`src/rtl/multicycle_control.sv`:
```
// ============================================================================
// multicycle_control : Moore control FSM for a multicycle MIPS-style datapath.
// Optional MEM_READY_EN: FETCH/MEM_READ/MEM_WRITE wait for mem_ready_i.
// Revision: 1.0
// ============================================================================
`default_nettype none

module multicycle_control #(
  parameter int COUNT_WIDTH = 16
) (
  input  logic                   clk,
  input  logic                   reset,
  input  logic [5:0]             opcode_i,
  input  logic [5:0]             funct_i,
  input  logic                   zero_i,
  input  logic                   mem_ready_i,
  output logic [2:0]             alu_op_o,
  output logic                   alu_src_a_o,
  output logic [1:0]             alu_src_b_o,
  output logic [1:0]             pc_src_o,
  output logic                   pc_en_o,
  output logic                   ir_write_o,
  output logic                   mem_read_o,
  output logic                   mem_write_o,
  output logic                   i_or_d_o,
  output logic                   reg_write_o,
  output logic                   mem_to_reg_o,
  output logic                   reg_dst_o,
  output logic                   instr_done_o,
  output logic                   illegal_o,
  output logic [3:0]             state_o,
  output logic [COUNT_WIDTH-1:0] instr_count_o
);

  typedef enum logic [3:0] {
    ST_FETCH     = 4'd0,
    ST_DECODE    = 4'd1,
    ST_MEM_ADDR  = 4'd2,
    ST_MEM_READ  = 4'd3,
    ST_MEM_WB    = 4'd4,
    ST_MEM_WRITE = 4'd5,
    ST_EXEC_R    = 4'd6,
    ST_R_WB      = 4'd7,
    ST_BRANCH    = 4'd8,
    ST_JUMP      = 4'd9,
    ST_EXEC_I    = 4'd10,
    ST_I_WB      = 4'd11,
    ST_JR        = 4'd12
  } state_t;

  state_t                 state_q, state_d;
  logic [5:0]             opcode_q, opcode_d;
  logic [COUNT_WIDTH-1:0] count_q, count_d;
  logic                   ready;

`ifdef MEM_READY_EN
  assign ready = mem_ready_i;
`else
  logic unused_mem_ready;
  assign unused_mem_ready = mem_ready_i;
  assign ready = 1'b1;
`endif

  always_comb begin
    state_d      = state_q;
    opcode_d     = opcode_q;
    alu_op_o     = 3'b000;
    alu_src_a_o  = 1'b0;
    alu_src_b_o  = 2'b00;
    pc_src_o     = 2'b00;
    pc_en_o      = 1'b0;
    ir_write_o   = 1'b0;
    mem_read_o   = 1'b0;
    mem_write_o  = 1'b0;
    i_or_d_o     = 1'b0;
    reg_write_o  = 1'b0;
    mem_to_reg_o = 1'b0;
    reg_dst_o    = 1'b0;
    instr_done_o = 1'b0;
    illegal_o    = 1'b0;

    case (state_q)
      ST_FETCH: begin
        mem_read_o  = 1'b1;
        ir_write_o  = ready;
        alu_src_b_o = 2'b01;
        alu_op_o    = 3'b100;
        pc_en_o     = ready;
        if (ready) state_d = ST_DECODE;
      end
      ST_DECODE: begin
        alu_src_b_o = 2'b11;
        alu_op_o    = 3'b100;
        opcode_d    = opcode_i;
        case (opcode_i)
          6'h23, 6'h2B:               state_d = ST_MEM_ADDR;
          6'h00:                      state_d = (funct_i == 6'h08) ? ST_JR : ST_EXEC_R;
          6'h04, 6'h05:               state_d = ST_BRANCH;
          6'h02:                      state_d = ST_JUMP;
          6'h08, 6'h0C, 6'h0D, 6'h0F: state_d = ST_EXEC_I;
          default: begin
            illegal_o = 1'b1;
            state_d   = ST_FETCH;
          end
        endcase
      end
      ST_MEM_ADDR: begin
        alu_src_a_o = 1'b1;
        alu_src_b_o = 2'b10;
        alu_op_o    = 3'b100;
        state_d     = (opcode_q == 6'h2B) ? ST_MEM_WRITE : ST_MEM_READ;
      end
      ST_MEM_READ: begin
        mem_read_o = 1'b1;
        i_or_d_o   = 1'b1;
        if (ready) state_d = ST_MEM_WB;
      end
      ST_MEM_WB: begin
        reg_write_o  = 1'b1;
        mem_to_reg_o = 1'b1;
        instr_done_o = 1'b1;
        state_d      = ST_FETCH;
      end
      ST_MEM_WRITE: begin
        i_or_d_o     = 1'b1;
        mem_write_o  = ready;
        instr_done_o = ready;
        if (ready) state_d = ST_FETCH;
      end
      ST_EXEC_R: begin
        alu_src_a_o = 1'b1;
        alu_op_o    = 3'b111;
        state_d     = ST_R_WB;
      end
      ST_R_WB: begin
        reg_write_o  = 1'b1;
        reg_dst_o    = 1'b1;
        instr_done_o = 1'b1;
        state_d      = ST_FETCH;
      end
      ST_EXEC_I: begin
        alu_src_a_o = 1'b1;
        alu_src_b_o = 2'b10;
        case (opcode_q)
          6'h0C:   alu_op_o = 3'b010;
          6'h0D:   alu_op_o = 3'b001;
          6'h0F:   alu_op_o = 3'b000;
          default: alu_op_o = 3'b100;
        endcase
        state_d = ST_I_WB;
      end
      ST_I_WB: begin
        reg_write_o  = 1'b1;
        instr_done_o = 1'b1;
        state_d      = ST_FETCH;
      end
      ST_BRANCH: begin
        alu_src_a_o  = 1'b1;
        alu_op_o     = 3'b011;
        pc_src_o     = 2'b01;
        // opcode bit 0 distinguishes bne (0x05) from beq (0x04)
        pc_en_o      = opcode_q[0] ? ~zero_i : zero_i;
        instr_done_o = 1'b1;
        state_d      = ST_FETCH;
      end
      ST_JUMP: begin
        pc_src_o     = 2'b10;
        pc_en_o      = 1'b1;
        instr_done_o = 1'b1;
        state_d      = ST_FETCH;
      end
      ST_JR: begin
        pc_src_o     = 2'b11;
        pc_en_o      = 1'b1;
        instr_done_o = 1'b1;
        state_d      = ST_FETCH;
      end
      default: state_d = ST_FETCH;
    endcase

    if (reset) begin
      alu_op_o     = 3'b000;
      alu_src_a_o  = 1'b0;
      alu_src_b_o  = 2'b00;
      pc_src_o     = 2'b00;
      pc_en_o      = 1'b0;
      ir_write_o   = 1'b0;
      mem_read_o   = 1'b0;
      mem_write_o  = 1'b0;
      i_or_d_o     = 1'b0;
      reg_write_o  = 1'b0;
      mem_to_reg_o = 1'b0;
      reg_dst_o    = 1'b0;
      instr_done_o = 1'b0;
      illegal_o    = 1'b0;
    end

    count_d = count_q + {{(COUNT_WIDTH-1){1'b0}}, instr_done_o};
  end

  always_ff @(posedge clk) begin
    if (reset) begin
      state_q  <= ST_FETCH;
      opcode_q <= 6'h00;
      count_q  <= '0;
    end else begin
      state_q  <= state_d;
      opcode_q <= opcode_d;
      count_q  <= count_d;
    end
  end

  assign state_o       = reset ? 4'd0 : state_q;
  assign instr_count_o = count_q;

endmodule

`default_nettype wire

```
`config.mk`:
```
export PLATFORM = sky130hd
export DESIGN_NAME = multicycle_control
export DESIGN_NICKNAME = d
export VERILOG_FILES = /design/src/rtl/multicycle_control.sv
export SDC_FILE = /design/constraint.sdc
export NUM_CORES = 1
export LEC_CHECK = 0
export CAP_MARGIN = 20
export CORE_UTILIZATION = 40
export DETAILED_ROUTE_END_ITERATION = 12
export PLACE_DENSITY = 0.72
export SYNTH_ARGS = -nofsm -noshare
export SYNTH_HDL_FRONTEND = slang
export SYNTH_SLANG_ARGS = --single-unit
```
`constraint.sdc`:
```
create_clock -name clk -period 2.8 [get_ports clk]
set_input_delay 0.56 -clock clk [delete_from_list [all_inputs] [get_ports clk]]
set_output_delay 0.56 -clock clk [all_outputs]
set_load 0.05 [all_outputs]
```
==> results.yml <==
synth:
  synthesis.nets: 220
  yosysUniqueCellTypes: 43
  synth_cells: 202
  synth_enable_flop_cells: 0
  synthFlopType: "dfxtp_1"
  syn_area_um2: 1580
  syn_avg_cell_area_um2: 7.80
  synth_warnings: 0
  seq_area_frac_synth_pct: 33.0
  async_reset_ff_share_pct: 0
  ys_ff_latch: 26
floorplan:
  die_h_um: 64.8
  die_w_um: 64.8
  core_area_um2: 3720
  fp.dieArea_um2: 4190
  start_util_pct: 42.4
  rows: 22
  io_pins: 54
worst_setup_path:
  crit_fanout: 7
  end_kind: "output port"
  path_buf_inv: 2
  worst_setup_path_start_kind: "input port"
  path_cells: "clkdlybuf4s50_1, or3_1, a31oi_1, nor2_1, o21a_1, buf_12"
  path_delay_family: "buffers and inverters"
  crit_type: "input port to output port"
  crit_slowest_cell: "clkdlybuf4s50_1"
  critical_path_arrival_ns: 2.08
  crit_path_max_incr_delay_ns: 0.50
  critPathRequiredTime_ns: 2.24
clock_tree:
  hold_buffers: 0
  clock_latency_ns: 0.27
  cts_buffers: 3
  clkTransAtPathRegs_ns: 0.09
  cts_sinks: 26
  htreeDepth: 1
  clk_path_buf_depth: 2
  cts_tree: "built"
  root_buffer: "clkbuf_8"
layout:
  diodes: 0
  layout-drive-gt1-share_pct: 19.1
  syn_to_final_growth_pct: 60.5
  nets: 275
  n_fill_cell: 303
  final_util_pct: 68.0
detailed_routing:
  routed_via_density: 5.40
  ant_nets: 0
  drt_first_iter_violations: 122
  wire_per_inst_um: 13.1
  drc: 0
  vias: 1641
  wirelength_um: 3980
  drtPass1Iterations: 4
sta:
  finalWorstSetupSlack_ns: 0.159
  hold_violations: 0
  worst_slew_pin_slew_ns: 0.532
  rsz0062_at_grt: "no"
  finalCriticalPeriod_ns: 2.64
  relSlewSlack_pct: 64.4
  maxSlewViolCount: 0
  fmax_ghz: 0.379
  min_period_over_period_pct: 94.3
  final.setup_skew_ns: 0.00287
  setup_viol: 0
worst_hold_path:
  hp-class: "flip-flop to flip-flop"
global_routing:
  grt_pass1_vias: 1467
  grt_max_degree: 46
  grt_pass1_wl_um: 6690
  grt_overflow: 0
  grt_use_total_pct: 20.1
  antenna_found_initial: 0
placement:
  place_congestion: 0.874
  place_hpwl_um: 3060
  portBuffers: 52
  place_ws_ns: 0.130
power_and_ir_drop:
  p_leak_nw: 0.929
  peakVddDrop_mv: 0.231
  p_per_area_nw_per_um2: 342
status:
  status: "finished clean"
run:
  cap_viol_max_count: 0
cell usage after synthesis, types with 2 or more instances:
library cell | number | area (um2)
a31oi_1 | 2 | 12.5
ha_1 | 2 | 25.0
a21oi_1 | 11 | 55.1
nand4_1 | 2 | 12.5
inv_1 | 6 | 22.5
nand2b_1 | 7 | 43.8
o31ai_1 | 2 | 15.0
or2_2 | 2 | 12.5
nor2b_1 | 7 | 43.8
nor3_1 | 12 | 60.1
mux2i_1 | 6 | 60.1
nor2_1 | 29 | 109
xor2_1 | 2 | 17.5
dfxtp_1 | 26 | 521
nor4_1 | 10 | 62.6
a211oi_1 | 2 | 15.0
and3_1 | 4 | 25.0
xnor2_1 | 11 | 96.3
nand2_1 | 10 | 37.5
clkbuf_1 | 8 | 30.0
or3_1 | 6 | 37.5
nand4bb_1 | 2 | 22.5
o21ai_0 | 6 | 30.0
and3b_1 | 2 | 17.5
nand3_1 | 6 | 30.0
a31o_2 | 2 | 17.5
report_power, final:
group          internal (W)  switching [W]  leakage, nW
clock network      0.000191       0.000117       0.0357
registers          0.000377     0.00000958        0.211
logic             0.0000835      0.0000861        0.683
total              0.000652       0.000213        0.929
metal layers:
layer	routed length [um]	up-vias	GRT usage (%)
li1	-	835	-
met1	1750	754	24.7
met2	1960	45	35.2
met3	205	7	3.52
met4	66	0	6.11
met5	0	-	0
final timing paths:
kind | from | endpoint | slack [ns] | cells past startpoint
worst max-delay path | opcode_i[2] | illegal_o | 0.16 | 6
worst min-delay path | instr_count_o[6] | instr_count_o[6] | 0.51 | 2
worst max register to register | state_q[3] | instr_count_o[15] | 0.34 | 7
worst min register to register | instr_count_o[6] | instr_count_o[6] | 0.51 | 2
through the flow:
step	total power, W	std cells	hold slack [ns]	TNS [ns]	instance area, um2
floorplan	0.000489	202	0.470	-0.667	1660
global placement	0.000564	300	0.485	0	2450
detailed placement	0.000566	300	0.495	0	2450
CTS	0.000874	304	0.509	0	2530
global route	0.000900	304	0.564	0	2530
finish	0.000865	304	0.507	0	2530
cell usage in the layout (no fill, tap or decap), types with 3 or more instances in the layout:
master,Yosys,layout
nand3_1,6,5
nor2_1,29,29
buf_4,1,10
o21ai_0,6,6
dfxtp_1,26,26
nand2b_1,7,7
buf_12,0,21
clkdlybuf4s50_1,0,30
nor2b_1,7,6
nor3_1,12,12
and3_1,4,4
clkbuf_8,0,3
nor4_1,10,7
inv_1,6,6
nand2_1,10,9
a21oi_1,11,11
or3_1,6,6
xnor2_1,11,11
mux2i_1,6,6
state kept, by name, indices dropped and copies added (netlist names):
register	cells
state_q	4
opcode_q	6
instr_count_o	16
tightest hold or removal path, cell delays in order, from the launching register on:
cell     delay (ns)
dfxtp_1        0.34
o21ai_0        0.07
a21oi_1        0.06
final cells by class:
type | instances | area [um2] | share of cell area [%]
clock buffers | 3 | 41.3 | 1.63
inverters | 6 | 22.5 | 0.891
well taps | 48 | 60.1 | 2.38
clock inverters | 1 | 30.0 | 1.19
flip-flops and latches | 26 | 520 | 20.6
multi-input cells | 159 | 1060 | 41.9
repair buffers | 61 | 796 | 31.5
timing repair:
action / 4_1_cts / 5_1_grt
hold endpoints to repair: 0 / 0
resized for setup: 0 / 1
setup buffers: 0 / 0
setup endpoints to repair: 0 / 2
cells by family after synthesis:
group,Yosys count,synth area share (%)
AOI/OAI and AO/OA,33,13.6
buffers and inverters,17,4.77
muxes,6,3.81
adders and majority gates,2,1.59
xor gates and xnor gates,13,7.23
DFF,26,33.0
and+or+nand+nor,105,36.0
No activity file was read; power rests on OpenSTA's default activity.
==> RTL edit 1, RTL diff (same settings) <==
Register the output `instr_count_o` once more, without a reset; this adds one clock of latency there. The other outputs are not delayed to match.
--- a/src/rtl/multicycle_control.sv
+++ b/src/rtl/multicycle_control.sv
@@ -211,7 +211,9 @@
   end
 
   assign state_o       = reset ? 4'd0 : state_q;
-  assign instr_count_o = count_q;
+  always_ff @(posedge clk) begin
+    instr_count_o <= count_q;
+  end
 
 endmodule
 
Function: changed (a bounded check fails within 4 cycles, from zero or initial values and one cycle with reset high).
==> RTL edit 1 against the original RTL <==
Cell count rose by 14%; design area rose by 16%; fmax rose by 2.4%; combinational power rose by 4%; clock skew rose by 0.0057 ns; register-to-register slack improved by 0.19 ns; wire length rose by 5.6%; synthesized area rose by 24%; total power rose by 34%; non-clock buffer count rose by 2; synthesized cell count rose by 10%; worst setup slack improved by 0.063 ns; sequential cell count rose by 16; largest cell class unchanged.
==> RTL edit 1: results (changes against the original RTL) <==
- Synth cell types: 49 (+14%)
- Worst reg2reg setup slack: 0.53 ns (+0.19 ns)
- Met1 WL: 1860 microns (+5.8%)
- 1st-iter DRT viols: 93 (-24%)
- Nets@finish: 297 (+8.0%)
- Worst skew pair latency: 0.29 ns (+0.02 ns)
- DR WL met3: 145 microns (-29%)
- Status: complete, no violations
- Tightest hold margin: 0.369 ns (-0.138 ns)
- Clk pin slew, worst setup/hold paths: 0.07 ns (-0.02 ns)
- All-Layer GR Usage: 0.176 (-0.0246)
- Peak supply drop: 0.000278 V (+20%)
- Multi-input combinational area share: 0.366 (-0.0523)
- Fillers: 420 (+39%)
- Clock buffer cells: 6 (+3)
- Layout cells sized above 1: 0.182 (-0.00926)
- Reg2reg start: state_q[1]
- Met2 Use GR: 0.306 (-0.0455)
- R2r endpoint: count_q[14]
- Number of non-clock inverters in the layout: 5 (-1)
- Clock buf/inv share: 0.0294 (+0.00122)
- Clk power: 0.373 mW (+21%)
- Met3 GRT Util: 0.0375 (+0.00229)
- Hold path endpoint: instr_count_o[0]
- Least-Margin Pin Slew: 0.593 ns (+0.0610 ns)
- Post-Route Skew: 0.00854 ns (+0.00567 ns)
- Gate power share: 0.152 (-0.044)
- Count of multi-input gates: 162 (+1.9%)
- Seq/Total Area, Yosys: 0.430 (+0.0992)
- Reg2reg path depth: 8 (+1)
- Leak: 1.09 nW (+17%)
- Synthesized flop and latch total: 42 (+62%)
- Vias in the first global route: 1644 (+12%)
- Net Switching: 0.297 mW (+39%)
- CP Max Fanout: 5 (-2)
- Non-clk bufs: 63 (+3.3%)
- Reg area: 841 sq um (+62%)
- First-pass GRT wire length: 7210 microns (+7.7%)
- Dominant cells by area after synthesis: dfxtp_1, nor2_1, mux2i_1
- Max H-tree Level: 2 (+1)
- Hold Path Stages: 0 (-2)
- WP data arrival: 2.02 ns (-0.06 ns)
- Clock share of power: 0.321 (-0.036)
RTL edit 1: changes by cell type in the layout (fill, tap and decap cells not counted), sizes merged, moves of 3 or more:
cell / delta
clkbuf: +3
dfxtp: +16
and4: +5
xnor2: -4
xor2: +5
nand2b: +3
o21ai: -4
nor4: -4
or3: -4
RTL edit 1: cells by family after synthesis:
logic type,share of synthesized area
mux,0.0416
simple gates,0.306
buf+inv,0.0416
xor+xnor,0.0627
compound gates,0.105
fa+ha+maj,0.0128
flops,0.430
RTL edit 1: worst max path at each step:
stage               slack [ns]   startpoint          end  cells past startpoint
floorplan                -0.05        reset  count_q[15]                      8
global placement          0.02        reset  count_q[15]                      7
detailed placement        0.02        reset  count_q[15]                      7
CTS                       0.02        reset      pc_en_o                      7
global route              0.09   state_q[0]  alu_op_o[1]                      6
finish                    0.22  opcode_i[2]    illegal_o                      6
==> RTL edit 2, RTL diff (same settings) <==
Made on the original files. Change the parameter `COUNT_WIDTH` from 16 to 32.
--- a/src/rtl/multicycle_control.sv
+++ b/src/rtl/multicycle_control.sv
@@ -6,7 +6,7 @@
 `default_nettype none
 
 module multicycle_control #(
-  parameter int COUNT_WIDTH = 16
+  parameter int COUNT_WIDTH = 32
 ) (
   input  logic                   clk,
   input  logic                   reset,
Interface: changed (resized instr_count_o); port bits go from 54 to 70. The function was not compared with the original's and may differ.
==> RTL edit 2 against the original RTL <==
Cell count grew 42%; wire length grew 46%; worst hold slack lost 0.022 ns; design area grew 31%; total power grew 44%; sequential cell count grew 16; utilization shrank 8.0 points; die area grew 46%; synthesized area grew 47%; register-to-register slack lost 0.16 ns; via count grew 46%; worst setup slack lost 0.016 ns; largest cell class unchanged; largest power group unchanged.
==> RTL edit 2: results (changes against the original RTL) <==
- Crit path from: opcode_i[5]
- Worst Hold Class: reg -> reg
- Max H-tree Level: 2 (+1)
- Worst min-delay path startpoint: instr_count_o[31]
- Post-Synthesis Cells: 288 (+43%)
- Reg2reg path depth: 9 (+2)
- Final design utilization: 0.600 (-0.0804)
- Final wirelength: 5810 microns (+46%)
- All-Layer GR Usage: 0.202 (+0.00123)
- Synth cell types: 49 (+14%)
- Dominant cells by area after synthesis: dfxtp_1, a21oi_1, xnor2_1
- Slowest Stage Delay on Critical Path: 0.56 ns (+0.06 ns)
- Post-DP Area: 3220 sq um (+31%)
- Hold path endpoint: instr_count_o[31]
- Avg Vias per Cell: 5.54 (+2.7%)
- HPWL after DPL: 4250 microns (+39%)
- Nets@finish: 378 (+37%)
- Worst reg2reg setup slack: 0.18 ns (-0.16 ns)
- Peak supply drop: 0.000188 V (-19%)
- Worst rel slew slack: 0.632 (-0.0126)
- R2r endpoint: instr_count_o[22]
- Pin count of the biggest net entering global routing: 35 (-24%)
- Num CTS Buffers: 5 (+2)
- 1st-iter DRT viols: 64 (-48%)
- Seq/Total Area, Yosys: 0.362 (+0.0315)
- Largest register FFs: 32 (+16)
- Vias: 2400 (+46%)
- Layout cells sized above 1: 0.166 (-0.0252)
- Post-Route Skew: 0.00572 ns (+0.00285 ns)
- Worst skew pair latency: 0.29 ns (+0.02 ns)
- Status: complete, no violations
- Leak: 1.12 nW (+20%)
- Reg2reg start: state_q[2]
- First-pass GRT wire length: 9970 microns (+49%)
- Place WS: 0.123 ns (-0.00626 ns)
-- RTL edit 2: cell count changes after synthesis, moves of 4 or more --
cell / before / now
inv_1: 6 / 12
dfxtp_1: 26 / 42
or3_1: 6 / 12
nor4_1: 10 / 6
a21oi_1: 11 / 25
o31ai_1: 2 / 9
nor2_1: 29 / 25
nand3_1: 6 / 12
o21ai_0: 6 / 17
or4_1: 0 / 9
nand2_1: 10 / 14
-- RTL edit 2: final cells by class --
class	count	share of cell area
Inverter	12	0.0135
Tap cell	72	0.0271
Clock buffer	7	0.0230
Timing Repair Buffer	80	0.244
Clock inverter	1	0.00903
Multi-Input combinational cell	219	0.431
Sequential cell	42	0.253
-- RTL edit 2: worst reg2reg max path: stages (launching register included) --
cell,delay (ns)
dfxtp_1,0.44
or2_2,0.19
o211ai_1,0.15
nor2_4,0.21
ha_4,0.17
ha_4,0.14
nand4_1,0.16
or3_4,0.46
or4_1,0.49
a21oi_1,0.15
-- RTL edit 2: worst max-delay path by stage --
stage	endpoint	slack, ns	depth (start not counted)
finish	illegal_o	0.14	6
global route	illegal_o	0.0006	6
CTS	illegal_o	0.12	6
detailed placement	illegal_o	0.12	6
global placement	illegal_o	0.15	6
floorplan	i_or_d_o	-0.16	3
-- RTL edit 2: power by group --
group	leakage [nW]	internal, mW	switching, mW
Sequential	0.339	0.604	0.00669
Combinational	0.725	0.0699	0.0921
Clock	0.0524	0.267	0.202
-- RTL edit 2: cells by family after synthesis --
logic type,after synthesis,synth area share
AND/OR/NAND/NOR,131,0.333
buffers and inverters,27,0.0447
flip-flops,42,0.362
XOR/XNOR,14,0.0528
multiplexers,5,0.0215
adder cells (fa/ha/maj),2,0.0108
AO/OA/AOI/OAI,67,0.175
-- RTL edit 2: per-layer routing --
metal,vias up,GRT usage,part of all wire
met5,-,0,0
met1,1118,0.259,0.48
met2,67,0.327,0.46
li1,1211,-,-
met4,0,0.0815,0.012
met3,4,0.0442,0.048
